[src/rtl/pipeline_ctrl.sv]
// Hazard/stall/flush sequencer for the 5-stage IF/ID/EX/MEM/WB pipeline.
// Control outputs are combinational from state and inputs; counters are registered.
module pipeline_ctrl #(
    parameter int unsigned WB_BYPASS   = 1,
    parameter int unsigned MEM_TIMEOUT = 255
) (
    input  logic        clk_in,
    input  logic        n_rst_in,
    input  logic [31:0] IFID_ir_in,
    input  logic [4:0]  IDEX_rd_in,
    input  logic        IDEX_ctrl_reg_write_in,
    input  logic [4:0]  EXMEM_rd_in,
    input  logic        EXMEM_ctrl_reg_write_in,
    input  logic [4:0]  MEMWB_rd_in,
    input  logic        MEMWB_ctrl_reg_write_in,
    input  logic        EXMEM_ctrl_branch_in,
    input  logic        EXMEM_alu_do_branch_in,
    input  logic        mem_req_in,
    input  logic        mem_ready_in,
    output logic        pc_write_en_out,
    output logic        pc_sel_branch_out,
    output logic        ifid_write_en_out,
    output logic        ifid_flush_out,
    output logic        idex_write_en_out,
    output logic        idex_bubble_out,
    output logic        exmem_write_en_out,
    output logic        exmem_flush_out,
    output logic        memwb_write_en_out,
    output logic        mem_error_out,
    output logic [15:0] stall_count_out
);

    localparam logic [5:0] OP_R   = 6'h00;
    localparam logic [5:0] OP_J   = 6'h02;
    localparam logic [5:0] OP_JAL = 6'h03;
    localparam logic [5:0] OP_BEQ = 6'h04;
    localparam logic [5:0] OP_BNE = 6'h05;
    localparam logic [5:0] OP_BLT = 6'h06;
    localparam logic [5:0] OP_BLE = 6'h07;
    localparam logic [5:0] OP_LUI = 6'h0F;
    localparam logic [5:0] OP_SB  = 6'h28;
    localparam logic [5:0] OP_SH  = 6'h29;
    localparam logic [5:0] OP_SW  = 6'h2B;

    localparam logic [7:0] TIMEOUT  = MEM_TIMEOUT[7:0];
    localparam logic       CHECK_WB = (WB_BYPASS == 0);

    typedef enum logic [1:0] {INIT, RUN, MEM_WAIT} state_t;

    state_t      state;
    state_t      state_next;
    logic [7:0]  wait_cnt;
    logic [7:0]  wait_inc;
    logic        mem_error;
    logic [15:0] stall_count;

    logic [5:0] opcode;
    logic [4:0] rs;
    logic [4:0] rt;
    logic       uses_rs;
    logic       uses_rt;
    logic       hazard_rs;
    logic       hazard_rt;
    logic       hazard;
    logic       taken;
    logic       mem_busy;
    logic       unused_ir;

    assign opcode    = IFID_ir_in[31:26];
    assign rs        = IFID_ir_in[25:21];
    assign rt        = IFID_ir_in[20:16];
    assign unused_ir = ^IFID_ir_in[15:0];

    assign uses_rs = !(opcode inside {OP_J, OP_JAL, OP_LUI});
    assign uses_rt = opcode inside {OP_R, OP_BEQ, OP_BNE, OP_BLT, OP_BLE, OP_SW, OP_SH, OP_SB};

    function automatic logic src_conflict(input logic [4:0] src);
        logic hit;
        hit = (IDEX_ctrl_reg_write_in && (IDEX_rd_in == src))
           || (EXMEM_ctrl_reg_write_in && (EXMEM_rd_in == src))
           || (CHECK_WB && MEMWB_ctrl_reg_write_in && (MEMWB_rd_in == src));
        return (src != 5'd0) && hit;
    endfunction

    assign hazard_rs = uses_rs && src_conflict(rs);
    assign hazard_rt = uses_rt && src_conflict(rt);
    assign hazard    = hazard_rs || hazard_rt;
    assign taken     = EXMEM_ctrl_branch_in && EXMEM_alu_do_branch_in;
    assign mem_busy  = mem_req_in && !mem_ready_in;
    assign wait_inc  = (wait_cnt == 8'hFF) ? 8'hFF : wait_cnt + 8'd1;

    // RUN and MEM_WAIT share one decision: a wait that ends (ready or request
    // withdrawn) is just a RUN cycle without mem_busy.
    always_comb begin
        pc_write_en_out    = 1'b0;
        pc_sel_branch_out  = 1'b0;
        ifid_write_en_out  = 1'b0;
        ifid_flush_out     = 1'b0;
        idex_write_en_out  = 1'b0;
        idex_bubble_out    = 1'b0;
        exmem_write_en_out = 1'b0;
        exmem_flush_out    = 1'b0;
        memwb_write_en_out = 1'b0;
        state_next         = state;
        unique case (state)
            RUN, MEM_WAIT: begin
                if (mem_busy) begin
                    state_next = MEM_WAIT;
                end else begin
                    state_next         = RUN;
                    idex_write_en_out  = 1'b1;
                    exmem_write_en_out = 1'b1;
                    memwb_write_en_out = 1'b1;
                    if (taken) begin
                        pc_write_en_out   = 1'b1;
                        pc_sel_branch_out = 1'b1;
                        ifid_write_en_out = 1'b1;
                        ifid_flush_out    = 1'b1;
                        idex_bubble_out   = 1'b1;
                        exmem_flush_out   = 1'b1;
                    end else if (hazard) begin
                        idex_bubble_out = 1'b1;
                    end else begin
                        pc_write_en_out   = 1'b1;
                        ifid_write_en_out = 1'b1;
                    end
                end
            end
            default: begin
                ifid_flush_out  = 1'b1;
                idex_bubble_out = 1'b1;
                exmem_flush_out = 1'b1;
                state_next      = RUN;
            end
        endcase
    end

    always_ff @(posedge clk_in or negedge n_rst_in) begin
        if (!n_rst_in) begin
            state       <= INIT;
            wait_cnt    <= '0;
            mem_error   <= 1'b0;
            stall_count <= '0;
        end else begin
            state <= state_next;
            if ((state == MEM_WAIT) && mem_busy) begin
                wait_cnt <= wait_inc;
                if (wait_inc >= TIMEOUT) begin
                    mem_error <= 1'b1;
                end
            end else begin
                wait_cnt <= '0;
            end
            if ((state != INIT) && !pc_write_en_out && (stall_count != 16'hFFFF)) begin
                stall_count <= stall_count + 16'd1;
            end
        end
    end

    assign mem_error_out   = mem_error;
    assign stall_count_out = stall_count;

endmodule

[config.mk]
export PLATFORM = sky130hd
export DESIGN_NAME = pipeline_ctrl
export DESIGN_NICKNAME = d
export VERILOG_FILES = /design/src/rtl/pipeline_ctrl.sv
export SDC_FILE = /design/constraint.sdc
export NUM_CORES = 1
export LEC_CHECK = 0
export CAP_MARGIN = 10
export CORE_MARGIN = 10
export CORE_UTILIZATION = 35
export DETAILED_ROUTE_END_ITERATION = 16
export PLACE_DENSITY = 0.72
export SLEW_MARGIN = 30
export SYNTH_ARGS = -nofsm -noshare
export SYNTH_HDL_FRONTEND = slang
export SYNTH_SLANG_ARGS = --single-unit
[constraint.sdc]
create_clock -name clk_in -period 1.8 [get_ports clk_in]
set_input_delay 0.27 -clock clk_in [delete_from_list [all_inputs] [get_ports clk_in]]
set_output_delay 0.27 -clock clk_in [all_outputs]
set_load 0.03 [all_outputs]
### After elaboration in Yosys (flattened, before gate mapping)

Cells that the tools add are included.

* bits in registers: 27
* bits in latches: 0
* bits in writable memories: 0
* bits in read-only memories: 0
* input bits: 56
* output and inout bits: 26
* memories kept: 0

* $add $sub $neg: 2
* multipliers: 0
* divide/modulo/power cells: 0
* order comparisons: 1
* equal/unequal tests: 18
* shifts and indexed selects: 0
* multiplexer cells: 18
* bitwise operators: 0
* reductions and logical operators: 27

Operators with widths (count)
* equality test 6 x 3 -> 1 bit (second input constant): 4
* equality test 5 bit: 4
* equality test 6 bit (second input constant): 3
* adder 16 x 1 -> 16 bit (second input constant): 1
* 2-to-1 mux 8 bit: 2
* inequality test 16 bit (second input constant): 1
* 2-to-1 mux 1 bit: 14
* logical AND 1 bit: 13
* equality test 6 x 2 -> 1 bit (second input constant): 2
* nonzero test 5 bit: 2
* adder 8 x 1 -> 8 bit (second input constant): 1
* equality test 8 bit (second input constant): 1
* >= comparator 8 bit (second input constant): 1
* nonzero test 8 bit: 1
* equality test 6 x 4 -> 1 bit (second input constant): 1
* zero test 6 bit: 1
* 2-to-1 mux 2 bit: 2
* zero test 1 bit: 3
* logical OR 1 bit: 3
* nonzero test 3 bit: 1
* equality test 2 x 1 -> 1 bit (second input constant): 1
* equality test 2 bit (second input constant): 1
* AND reduction 2 bit: 1
* nonzero test 2 bit: 1
* OR reduction 2 bit: 1

### Depth between registers and ports, before layout

Gate-level depths: netlist of the first run.

* depth in word-level cells: 13
* depth in mapped cells: 7
* mapped depth without buffers: 6

### Least setup slack after synthesis of the first run

OpenSTA, ideal clock, no wires.

* path kind: register to output
* start: reg state[1]
* end: out pc_write_en_out
* arrival: 2.171 ns
* setup slack: -0.641 ns
* stages on the path, launching flop included: 8
* path buffers: 3
* cell sequence: dfrtp_1 inv_1 ha_1 nor2b_1 clkbuf_1 clkbuf_1 and2_1 buf_4

* word-level cells in the longest chain between the ends: 3
* elaborated cells on any way between the ends: 4
* those cells by class: eq/ne: 2; mux: 1; reduce/logical: 1

Ends and longest elaborated chain
* from (decl): RTL line 50 `state_t state;`
* from (signal assigned): RTL line 145 `state <= state_next;`
* equality test 2 bit or equality test 2 x 1 -> 1 bit (tied branches)
* OR reduction 2 bit (*)
* 2-to-1 mux 1 bit (*)
* to (decl): RTL line 20 `output logic pc_write_en_out,`

Mark *: on every way between the ends. The rest lies on a longest branch, timed or not.

### Final worst setup path of the first run

* start: in IFID_ir_in[16]
* end: out pc_write_en_out

* word-level cells in the longest chain between the ends: 10
* elaborated cells on any way between the ends: 13
* those cells by class: eq/ne: 2; mux: 4; reduce/logical: 7

Ends and longest elaborated chain
* from (decl): RTL line 9 `input logic [31:0] IFID_ir_in,`
* equality test 5 bit, on equally long branches: RTL line 79, 80
* logical AND 1 bit, on equally long branches: RTL line 79, 80
* logical OR 1 bit: RTL line 80 `|| (EXMEM_ctrl_reg_write_in && (EXMEM_rd_in == src))`
* logical AND 1 bit (*): RTL line 82 `return (src != 5'd0) && hit;`
* logical AND 1 bit (*): RTL line 86 `assign hazard_rt = uses_rt && src_conflict(rt);`
* logical OR 1 bit (*): RTL line 87 `assign hazard = hazard_rs || hazard_rt;`
* 2-to-1 mux 1 bit (*): RTL line 121 `end else if (hazard) begin`
* 2-to-1 mux 1 bit (*): RTL line 114 `if (taken) begin`
* 2-to-1 mux 1 bit (*): RTL line 107 `if (mem_busy) begin`
* 2-to-1 mux 1 bit (*): RTL line 105 `unique case (state)`

Marked as above.

==> results of run 1 <==
area by class of cell:
class	count	area [µm²]
Inverter	10	37.5
Timing Repair Buffer	124	1080
Fill cell	331	1570
Sequential cell	27	687
Multi-Input combinational cell	143	1340
Tap cell	67	83.8
Clock buffer	3	41.3
Clock inverter	1	5.00
cells in the mapped netlist (2+ instances only):
cell       number
nand3_1        13
nand2_1        13
or4_1           2
a211oi_1       11
inv_1          10
nor2b_1         2
buf_4           4
ha_1            4
xnor2_1        23
nor2_1          8
and3_1          7
a31o_2          2
o21ai_0         5
and2_1          4
nand4_1         7
clkbuf_1        4
a21oi_1         8
xor2_1         15
a2111oi_0       3
dfrtp_1        27
through the flow:
stage          total power (µW)   util  hold WS, ns  cell area (µm²)  TNS [ns]
6_report                   3260  0.676        0.358             3280     -1.93
3_3_place_gp               2580  0.576        0.456             2790    -12.76
5_1_grt                    3440  0.676        0.399             3280     -2.83
3_5_place_dp               2610  0.576        0.463             2790    -13.44
4_1_cts                    3130  0.651        0.360             3160     -2.48
2_1_floorplan              1730      -      -0.0256             1820    -0.739
path summary, 6_finish.rpt:
| path | start | to | slack, ns | depth (start not counted) |
|---|---|---|---|---|
| worst min-delay path | n_rst_in | stall_count_out[1]$_DFFE_PN0P_ | 0.36 | 2 |
| worst max-delay path | IFID_ir_in[16] | pc_write_en_out | -0.19 | 8 |
| worst min register to register | mem_error_out$_DFFE_PN0P_ | mem_error_out$_DFFE_PN0P_ | 0.49 | 1 |
| min in group clk_in | mem_error_out$_DFFE_PN0P_ | mem_error_out$_DFFE_PN0P_ | 0.49 | 1 |
| max in group asynchronous | n_rst_in | stall_count_out[3]$_DFFE_PN0P_ | 1.16 | 2 |
| worst max register to register | stall_count_out[10]$_DFFE_PN0P_ | stall_count_out[1]$_DFFE_PN0P_ | -0.05 | 7 |
power breakdown:
part | switching, µW | leakage, µW | internal, µW
clock | 204 | 0.0000255 | 156
sequential | 126 | 0.000309 | 772
combinational | 1060 | 0.00102 | 939
logic make-up (layout without fill, tap and decap cells):
| group | after synthesis | after routing | share of synthesized area |
|---|---|---|---|
| adder cells (fa/ha/maj) | 4 | 4 | 0.0280 |
| buffers and inverters | 19 | 138 | 0.0524 |
| multiplexers | 1 | 1 | 0.00839 |
| AND/OR/NAND/NOR | 59 | 59 | 0.171 |
| XOR/XNOR | 38 | 38 | 0.186 |
| flip-flops | 27 | 27 | 0.378 |
| AO/OA/AOI/OAI | 41 | 41 | 0.177 |
sequential cells by signal (all words and copies together) (netlist names):
register         flops
stall_count_out     16
state                2
wait_cnt             8
mem_error_out        1
metal layers:
layer / vias up / global-route usage / routed length (µm)
met5: - / 0 / 0
met4: 0 / 0.0405 / 123
met3: 15 / 0.0420 / 311
met2: 56 / 0.257 / 3320
met1: 932 / 0.165 / 2540
li1: 906 / - / -
worst max-delay path: stages:
cell and delay [ns]:
buf_6 0.09, or4_4 0.54, o21bai_4 0.15, buf_6 0.12, a211oi_4 0.03, a32oi_4 0.21, and2_4 0.19, buf_6 0.12
what timing repair did:
action / in CTS / in global routing
resized for setup: 115 / 40
endpoints found under the setup margin: 23 / 25
pin swaps: 33 / 32
setup buffers: 13 / 11
==> metrics.md, run 1 <==
| Metric | Value |
|---|---|
| Status | `finished with violations` |
| Failing checks | `setup timing` |
| Initial Util | `0.369` |
| Final setup margin | `-0.193 ns` |
| Commonest non-fill, non-tap cell in the layout | `buf_4` |
| Max FO, Critical Path | `2` |
| Area grow syn2layout | `83.1%` |
| Max cap viols | `0` |
| Worst-Skew Late Latency | `0.28 ns` |
| IO Pins | `82` |
| Yosys cell types | `37` |
| Largest net degree at the start of global routing | `28` |
| TritonCTS clock tree | `built` |
| DIE HEIGHT | `91.5 µm` |
| Nets@finish | `369` |
| First drt pass iteration count | `4` |
| # DRC | `0` |
| Post-place setup slack | `-0.837 ns` |
| Post-synth top area cell | `dfrtp_1` |
| Die ar. | `8370 µm²` |
| Hold_buf cts | `0` |
| Routed wire length | `6.30 mm` |
| Iter 0 DRT Violations | `72` |
| Post-layout min period | `1.99 ns` |
| Diodes inserted | `0` |
| Slew HR | `0.764` |
| Die width | `91.5 µm` |
| IO Port Bufs | `59` |
| Total Routing Usage GR | `0.145` |
| Slew Limit Fails | `0` |
| GP Congestion | `0.830` |
| Core ar. | `4850 µm²` |
| Synth area leaders | `dfrtp_1 38%, xnor2_1 11%, xor2_1 7.3%` |
| Total power divided by cell area | `995 nW/µm²` |
| Clock buffer count from CTS | `3` |
| Post-synth EDFFs | `0` |
| Initial antenna violation count | `0` |
| Antenna Nets Post-Route | `0` |
| Synth async-reset ratio | `1.00` |
| Depth of the CTS H-tree | `1` |
| Final setup violation count | `19` |
| Cells after Synth | `189` |
| Fraction of layout cells with a size suffix above 1 | `0.494` |
| Final period util | `1.11` |
| Finished Layout Cells | `375` |
| Crit path required time | `1.53 ns` |
| Syn Area/Cell | `9.47 µm²` |
| Worst Max-Slew Pin Slew | `0.355 ns` |
| Post-Syn Area | `1790 µm²` |
| Critical path class | `in2out` |
| Crit path DAT | `1.72 ns` |
| Top cell type's share of synthesized area | `0.378` |
| Row count | `25` |
| Worst min path class | `in2async` |
| Clk pin slew, worst setup/hold paths | `0.10 ns` |
| Detail Placement HPWL | `4.25 mm` |
| Global-route wire length before repair | `10.2 mm` |
| Via count | `1909` |
| Routed vias/inst | `5.09` |
| Inst Count DP | `353` |
| Total global routing overflow | `0` |
| Synth Warn # | `0` |
| Final Hold Viols | `0` |
| Type of origin of the critical path | `input port` |
| Endpoint class of the critical path | `primary output` |
| Seq cells post-synth | `27` |
| Leak | `0.00135 µW` |
| Register area share after synthesis | `0.378` |
| Root buffer cell | `clkbuf_8` |
| Most frequent cells in the layout | `59 x buf_4, 25 x clkdlybuf4s50_1, 18 x xnor2_1, 18 x dfrtp_1, 15 x xor2_1` |
| Vias in the first global route | `2044` |
| Worst vdd ir | `0.936 mV` |
| Post-synth top flop | `dfrtp_1` |
| Mapped Nets | `249` |
| Clock Skew | `0.00307 ns` |
| Clock sink count | `27` |
| Achievable Freq | `0.502 GHz` |
| RSZ-0062 raised after global routing | `true` |
| CTS max path bufs | `2` |
| Routed wire per std cell | `16.8 µm` |
No activity file was read; power rests on OpenSTA's default activity.
==> run 2, diff against run 1 <==
--- a/config.mk
+++ b/config.mk
@@ -9,7 +9,7 @@
 export CORE_MARGIN = 10
 export CORE_UTILIZATION = 35
 export DETAILED_ROUTE_END_ITERATION = 16
-export PLACE_DENSITY = 0.72
+export PLACE_DENSITY = 0.7
 export SLEW_MARGIN = 30
 export SYNTH_ARGS = -nofsm -noshare
 export SYNTH_HDL_FRONTEND = slang
==> constraint.sdc (replaced) <==
create_clock -name clk_in -period 2.45 [get_ports clk_in]
set_input_delay 0.3675 -clock clk_in [delete_from_list [all_inputs] [get_ports clk_in]]
set_output_delay 0.3675 -clock clk_in [all_outputs]
set_load 0.01 [all_outputs]
==> run 2 against run 1 <==
The run now ends clean; core utilization down 12 points; register-to-register slack better by 0.42 ns; non-clock buffer count down 43; power down 46%; setup slack better by 0.27 ns; combinational power down 60%; first-iteration DRC count up 47%; critical path depth up 1; largest cell class unchanged; largest power group unchanged.
==> metrics.md, run 2 (synthesis results as in run 1) <==
| Metric | Value |
|---|---|
| Fraction of layout cells with a size suffix above 1 | `0.174` |
| Worst-path cell with the longest stage delay | `clkdlybuf4s50_1` |
| Final setup violation count | `0` |
| Critical path class | `in2reg` |
| Depth of the CTS H-tree | `1` |
| Vias in the first global route | `1689` |
| Initial antenna violation count | `0` |
| Leak | `0.00107 µW` |
| IO Port Bufs | `59` |
| Global-route wire length before repair | `8.13 mm` |
| Clock buffer count from CTS | `3` |
| Worst vdd ir | `0.488 mV` |
| Sw frac | `0.362` |
| Routed vias/inst | `5.06` |
| GP Congestion | `0.819` |
| Total power divided by cell area | `656 nW/µm²` |
| Iter 0 DRT Violations | `106` |
| Total Routing Usage GR | `0.115` |
| DIE HEIGHT | `91.5 µm` |
| Worst-Skew Late Latency | `0.27 ns` |
| Reg-to-Reg Start | `stall_count_out[0]$_DFFE_PN0P_` |
| Root buffer cell | `clkbuf_8` |
| Filler instances | `429` |
| Final Hold Viols | `0` |
| Clk pin slew, worst setup/hold paths | `0.10 ns` |
| Routed wire per std cell | `14.8 µm` |
| Top Usage Layer GRT | `met2` |
| Max incr delay on CP | `0.51 ns` |
| Worst path most repeated cell | `buf_4` |
| Diodes inserted | `0` |
| IO Pins | `82` |
| Core ar. | `4850 µm²` |
| Slew HR | `0.666` |
| Max cap viols | `0` |
| Largest net degree at the start of global routing | `28` |
| Worst-path cell chain | `clkdlybuf4s50_1, buf_4, xnor2_1, nand4_1, o22ai_2, a32oi_4, buf_4, a2111oi_0, xor2_1` |
| RSZ-0062 raised after global routing | `false` |
| Type of origin of the critical path | `input port` |
| Nets@finish | `326` |
| Via count | `1680` |
| Total global routing overflow | `0` |
| Die ar. | `8370 µm²` |
| Slew Limit Fails | `0` |
| Sequential group share of total power | `0.397` |
| Crit path required time | `2.59 ns` |
| Post-layout min period | `2.37 ns` |
| Inst Count DP | `326` |
| Placed Instance Area | `2560 µm²` |
| Power share of the combinational group | `0.455` |
| Met2 capacity usage during global routing | `0.205` |
| Max FFs per register | `16` |
| Fin area | `2690 µm²` |
| Row count | `25` |
| CTS max path bufs | `2` |
| # DRC | `0` |
| First drt pass iteration count | `4` |
| Initial Util | `0.369` |
| Worst min path class | `in2async` |
| Antenna Nets Post-Route | `0` |
| Reg2Reg Depth | `6` |
| Detail Placement HPWL | `3.94 mm` |
| Status | `complete, no violations` |
| Routed wire length | `4.92 mm` |
| Worst Max-Slew Pin Slew | `0.489 ns` |
| Final period util | `0.968` |
| FF/Latch Area | `676 µm²` |
| Hold_buf cts | `0` |
| Commonest non-fill, non-tap cell in the layout | `clkdlybuf4s50_1` |
| Clock Skew | `0.00311 ns` |
| Crit path DAT | `2.51 ns` |
| Clock sink count | `27` |
| R2r setup slk | `0.37 ns` |
| P_int | `1120 µW` |
| Met1 Track Usage GR | `0.134` |
| Max FO, Critical Path | `15` |
| TritonCTS clock tree | `built` |
| Most frequent cells in the layout | `49 x clkdlybuf4s50_1, 27 x dfrtp_1, 23 x xnor2_1` |
| Multi-input logic area | `1080 µm²` |
| Clock network fraction of total power | `0.148` |
| Reg-to-reg endpoint | `stall_count_out[1]$_DFFE_PN0P_` |
| Psw | `638 µW` |
| Grt met3 use | `0.0403` |
| Achievable Freq | `0.422 GHz` |
| Die width | `91.5 µm` |
| Endpoint class of the critical path | `flop` |
| Finished Layout Cells | `332` |
| Area grow syn2layout | `50.1%` |
## run 2: cell types whose count changed in the layout (fill, tap and decap cells not counted), moves of 4 or more
| cell | previous run | this run |
|---|---|---|
| dfrtp_1 | 18 | 27 |
| xnor2_1 | 18 | 23 |
| a211oi_4 | 4 | 0 |
| clkbuf_2 | 7 | 1 |
| buf_4 | 59 | 21 |
| buf_6 | 12 | 3 |
| xnor2_2 | 5 | 0 |
| clkdlybuf4s50_1 | 25 | 49 |
| buf_2 | 4 | 0 |
| dfrtp_2 | 9 | 0 |
| clkdlybuf4s15_1 | 5 | 0 |
| a211oi_1 | 0 | 11 |
| a211oi_2 | 8 | 1 |
## run 2: layout make-up
type | instances | share of cell area
Sequential cell | 27 | 0.252
Inverter | 10 | 0.0140
Timing Repair Buffer | 81 | 0.281
Tap cell | 67 | 0.0312
Clock inverter | 1 | 0.00279
Clock buffer | 3 | 0.0154
Multi-Input combinational cell | 143 | 0.404
## run 2: worst max path at each step
| stage | cells past startpoint | slack, ns | from | endpoint |
|---|---|---|---|---|
| global placement | 7 | -0.45 | IFID_ir_in[16] | pc_write_en_out |
| finish | 9 | 0.08 | IFID_ir_in[25] | stall_count_out[11]$_DFFE_PN0P_ |
| detailed placement | 7 | -0.46 | IFID_ir_in[16] | ifid_write_en_out |
| CTS | 10 | 0.008 | IFID_ir_in[25] | stall_count_out[9]$_DFFE_PN0P_ |
| global route | 6 | 0.003 | mem_req_in | exmem_flush_out |
| floorplan | 7 | 0.21 | IFID_ir_in[17] | pc_write_en_out |
## run 2: metrics by stage
stage                     total power, µW  worst slack (ns)  hold slack (ns)  TNS [ns]  utilization
after floorplan                      1050             0.211           0.0719         0            -
after global placement               1480            -0.448            0.457     -2.26        0.527
after detailed placement             1480            -0.460            0.477     -2.30        0.527
after CTS                            1770           0.00846            0.460         0        0.547
after global routing                 1890           0.00317            0.492         0        0.554
final                                1760            0.0785            0.448         0        0.554
## run 2: per-layer routing
metal | vias up | part of all wire | routed length, µm
li1 | 828 | - | -
met2 | 38 | 0.52 | 2540
met5 | - | 0 | 0
met1 | 812 | 0.42 | 2070
met3 | 2 | 0.060 | 297
met4 | 0 | 0.0026 | 13
## run 2: worst max-delay path, delay by kind of cell
kind,cells,cell delay (ns)
AO/OA/AOI/OAI,3,0.94
buffers and inverters,3,0.87
XOR/XNOR,2,0.22
AND/OR/NAND/NOR,1,0.11
## run 2: timing repair
action / CTS / global route
setup buffers: 2 / 0
pin swaps: 5 / 7
endpoints found under the hold margin: 0 / 0
resized for setup: 25 / 10
setup endpoints to repair: 8 / 6
## run 2: power by group through the flow
stage	Clock [µW]	Sequential, µW	Combinational (µW)
after detailed placement	0	702	783
after global placement	0	707	771
final	261	699	802
after floorplan	0	731	318
after CTS	267	699	800
after global routing	294	718	876
==> run 3, diff against run 2 <==
--- a/config.mk
+++ b/config.mk
@@ -10,6 +10,7 @@
 export CORE_UTILIZATION = 35
 export DETAILED_ROUTE_END_ITERATION = 16
 export PLACE_DENSITY = 0.7
+export RECOVER_POWER = 50
 export SLEW_MARGIN = 30
 export SYNTH_ARGS = -nofsm -noshare
 export SYNTH_HDL_FRONTEND = slang
==> run 3 against run 2 <==
Sequential cell count is the same; final area fell by 0.14%; clock-buffer cell count unchanged; largest cell class unchanged; highest routed layer unchanged; critical endpoint unchanged; sequential power about the same; clock power is essentially flat; non-clock buffer count unchanged; global-route usage unchanged; sequential share of layout area about the same; die area is the same; routed wire length barely moved; clock skew decreased by 0.0012 ns.
==> metrics.md, run 3 (synthesis results as in run 1) <==
| Metric | Value |
|---|---|
| # DRC | `0` |
| Final setup violation count | `0` |
| Die ar. | `8370 µm²` |
| Iter 0 DRT Violations | `98` |
| Status | `complete, no violations` |
| Routed vias/inst | `5.03` |
| Worst-path cell with the longest stage delay | `clkdlybuf4s50_1` |
| Leak | `0.00107 µW` |
| Slew Limit Fails | `0` |
| Worst min path class | `reg2reg` |
| Most frequent cells in the layout | `48 x clkdlybuf4s50_1, 27 x dfrtp_1, 23 x xnor2_1` |
| Clock Skew | `0.00193 ns` |
| GP Congestion | `0.819` |
| Clk pin slew, worst setup/hold paths | `0.09 ns` |
| Vias in the first global route | `1689` |
| WHS Endpoint | `mem_error_out$_DFFE_PN0P_` |
| Total power divided by cell area | `656 nW/µm²` |
| Worst vdd ir | `0.487 mV` |
| Post-layout min period | `2.37 ns` |
| Commonest non-fill, non-tap cell in the layout | `clkdlybuf4s50_1` |
| Hold path cells | `1` |
| Reg-to-Reg Start | `stall_count_out[0]$_DFFE_PN0P_` |
| Largest net degree at the start of global routing | `28` |
| Core ar. | `4850 µm²` |
| Max incr delay on CP | `0.51 ns` |
| DIE HEIGHT | `91.5 µm` |
| Root buffer cell | `clkbuf_8` |
| Achievable Freq | `0.422 GHz` |
| Worst Max-Slew Pin Slew | `1.45 ns` |
| Final Hold Viols | `0` |
| R2r setup slk | `0.37 ns` |
| Detail Placement HPWL | `3.94 mm` |
| First drt pass iteration count | `4` |
| Stages on worst setup path | `9` |
| Max FO, Critical Path | `15` |
| Area grow syn2layout | `49.9%` |
| Reg-to-reg endpoint | `stall_count_out[1]$_DFFE_PN0P_` |
| Placed Instance Area | `2560 µm²` |
| Global-route wire length before repair | `8.13 mm` |
| Row count | `25` |
| Depth of the CTS H-tree | `1` |
| TritonCTS clock tree | `built` |
| Fin area | `2680 µm²` |
| Die width | `91.5 µm` |
| Post-place setup slack | `-0.460 ns` |
| Critical path class | `in2reg` |
| Final period util | `0.968` |
| Fraction of layout cells with a size suffix above 1 | `0.170` |
| Crit path DAT | `2.51 ns` |
| IO Pins | `82` |
| Worst path most repeated cell | `buf_4` |
| CP top delay family | `compound AO/OA/AOI/OAI gates` |
| Slew HR | `0.0344` |
| Hold_buf cts | `0` |
| RSZ-0062 raised after global routing | `false` |
| Routed wire per std cell | `14.8 µm` |
| Diodes inserted | `0` |
| Startpoint of the worst hold path | `mem_error_out$_DFFE_PN0P_` |
| Max FFs per register | `16` |
| Max cap viols | `0` |
| Total global routing overflow | `0` |
| Clock sink count | `27` |
| Nets@finish | `326` |
| Initial Util | `0.369` |
| Initial antenna violation count | `0` |
| Final core utilization | `0.553` |
| Reg2Reg Depth | `6` |
| WP buf/inv | `3` |
| Endpoint class of the critical path | `flop` |
| CTS max path bufs | `2` |
| Crit path required time | `2.59 ns` |
| Total Routing Usage GR | `0.115` |
| Worst-Skew Late Latency | `0.27 ns` |
| Worst-path cell chain | `clkdlybuf4s50_1, buf_4, xnor2_1, nand4_1, o22ai_2, a32oi_4, buf_4, a2111oi_0, xor2_1` |
| Antenna Nets Post-Route | `0` |
| Type of origin of the critical path | `input port` |
| Final setup margin | `0.0779 ns` |
| Via count | `1669` |
| Clock buffer count from CTS | `3` |
| IO Port Bufs | `59` |
| Routed wire length | `4.92 mm` |
## run 3: changes by cell type in the layout (fill, tap and decap cells not counted), sizes merged
| cell | previous run | this run |
|---|---|---|
| buf | 24 | 23 |
| clkdlybuf4s50 | 49 | 48 |
| dlygate4sd3 | 0 | 1 |
| clkbuf | 4 | 5 |
## run 3: how the worst max path moves through the flow
stage / startpoint / to / slack, ns
2_1_floorplan: IFID_ir_in[17] / pc_write_en_out / 0.21
3_3_place_gp: IFID_ir_in[16] / pc_write_en_out / -0.45
3_5_place_dp: IFID_ir_in[16] / ifid_write_en_out / -0.46
4_1_cts: IFID_ir_in[25] / stall_count_out[9]$_DFFE_PN0P_ / 0.008
5_1_grt: mem_req_in / exmem_flush_out / 0.003
6_report: IFID_ir_in[25] / stall_count_out[11]$_DFFE_PN0P_ / 0.08
## run 3: per-stage QoR
step / hold slack (ns) / std cells / TNS (ns) / total power [µW]
after global routing: 0.512 / 332 / 0 / 1890
after CTS: 0.460 / 332 / 0 / 1770
after global placement: 0.457 / 326 / -2.26 / 1480
final: 0.494 / 332 / 0 / 1760
after floorplan: 0.0719 / 189 / 0 / 1050
after detailed placement: 0.477 / 326 / -2.30 / 1480
## run 3: final cells by class
cell class / count / area, µm²
fillers: 430 / 2170
flip-flops and latches: 27 / 676
inverters: 10 / 37.5
well taps: 67 / 83.8
clock inverters: 1 / 7.51
repair buffers: 81 / 752
multi-input cells: 143 / 1080
clock buffers: 3 / 41.3
## run 3: power breakdown
group	switching, µW	internal (µW)
clock	143	115
sequential	143	556
combinational	351	452
## run 3: what timing repair did
action                                  in CTS  in global routing
endpoints found under the setup margin       8                  6
pin swaps                                    5                  7
gates resized for setup                     25                 10
buffers inserted                             2                  0
## run 3: per-layer routing
metal  wire length [µm]  up-vias  track usage
met1               2060      803        0.134
met3                303        2       0.0403
met5                  0        -            0
met2               2540       37        0.205
li1                   -      827            -
met4                 13        0       0.0117
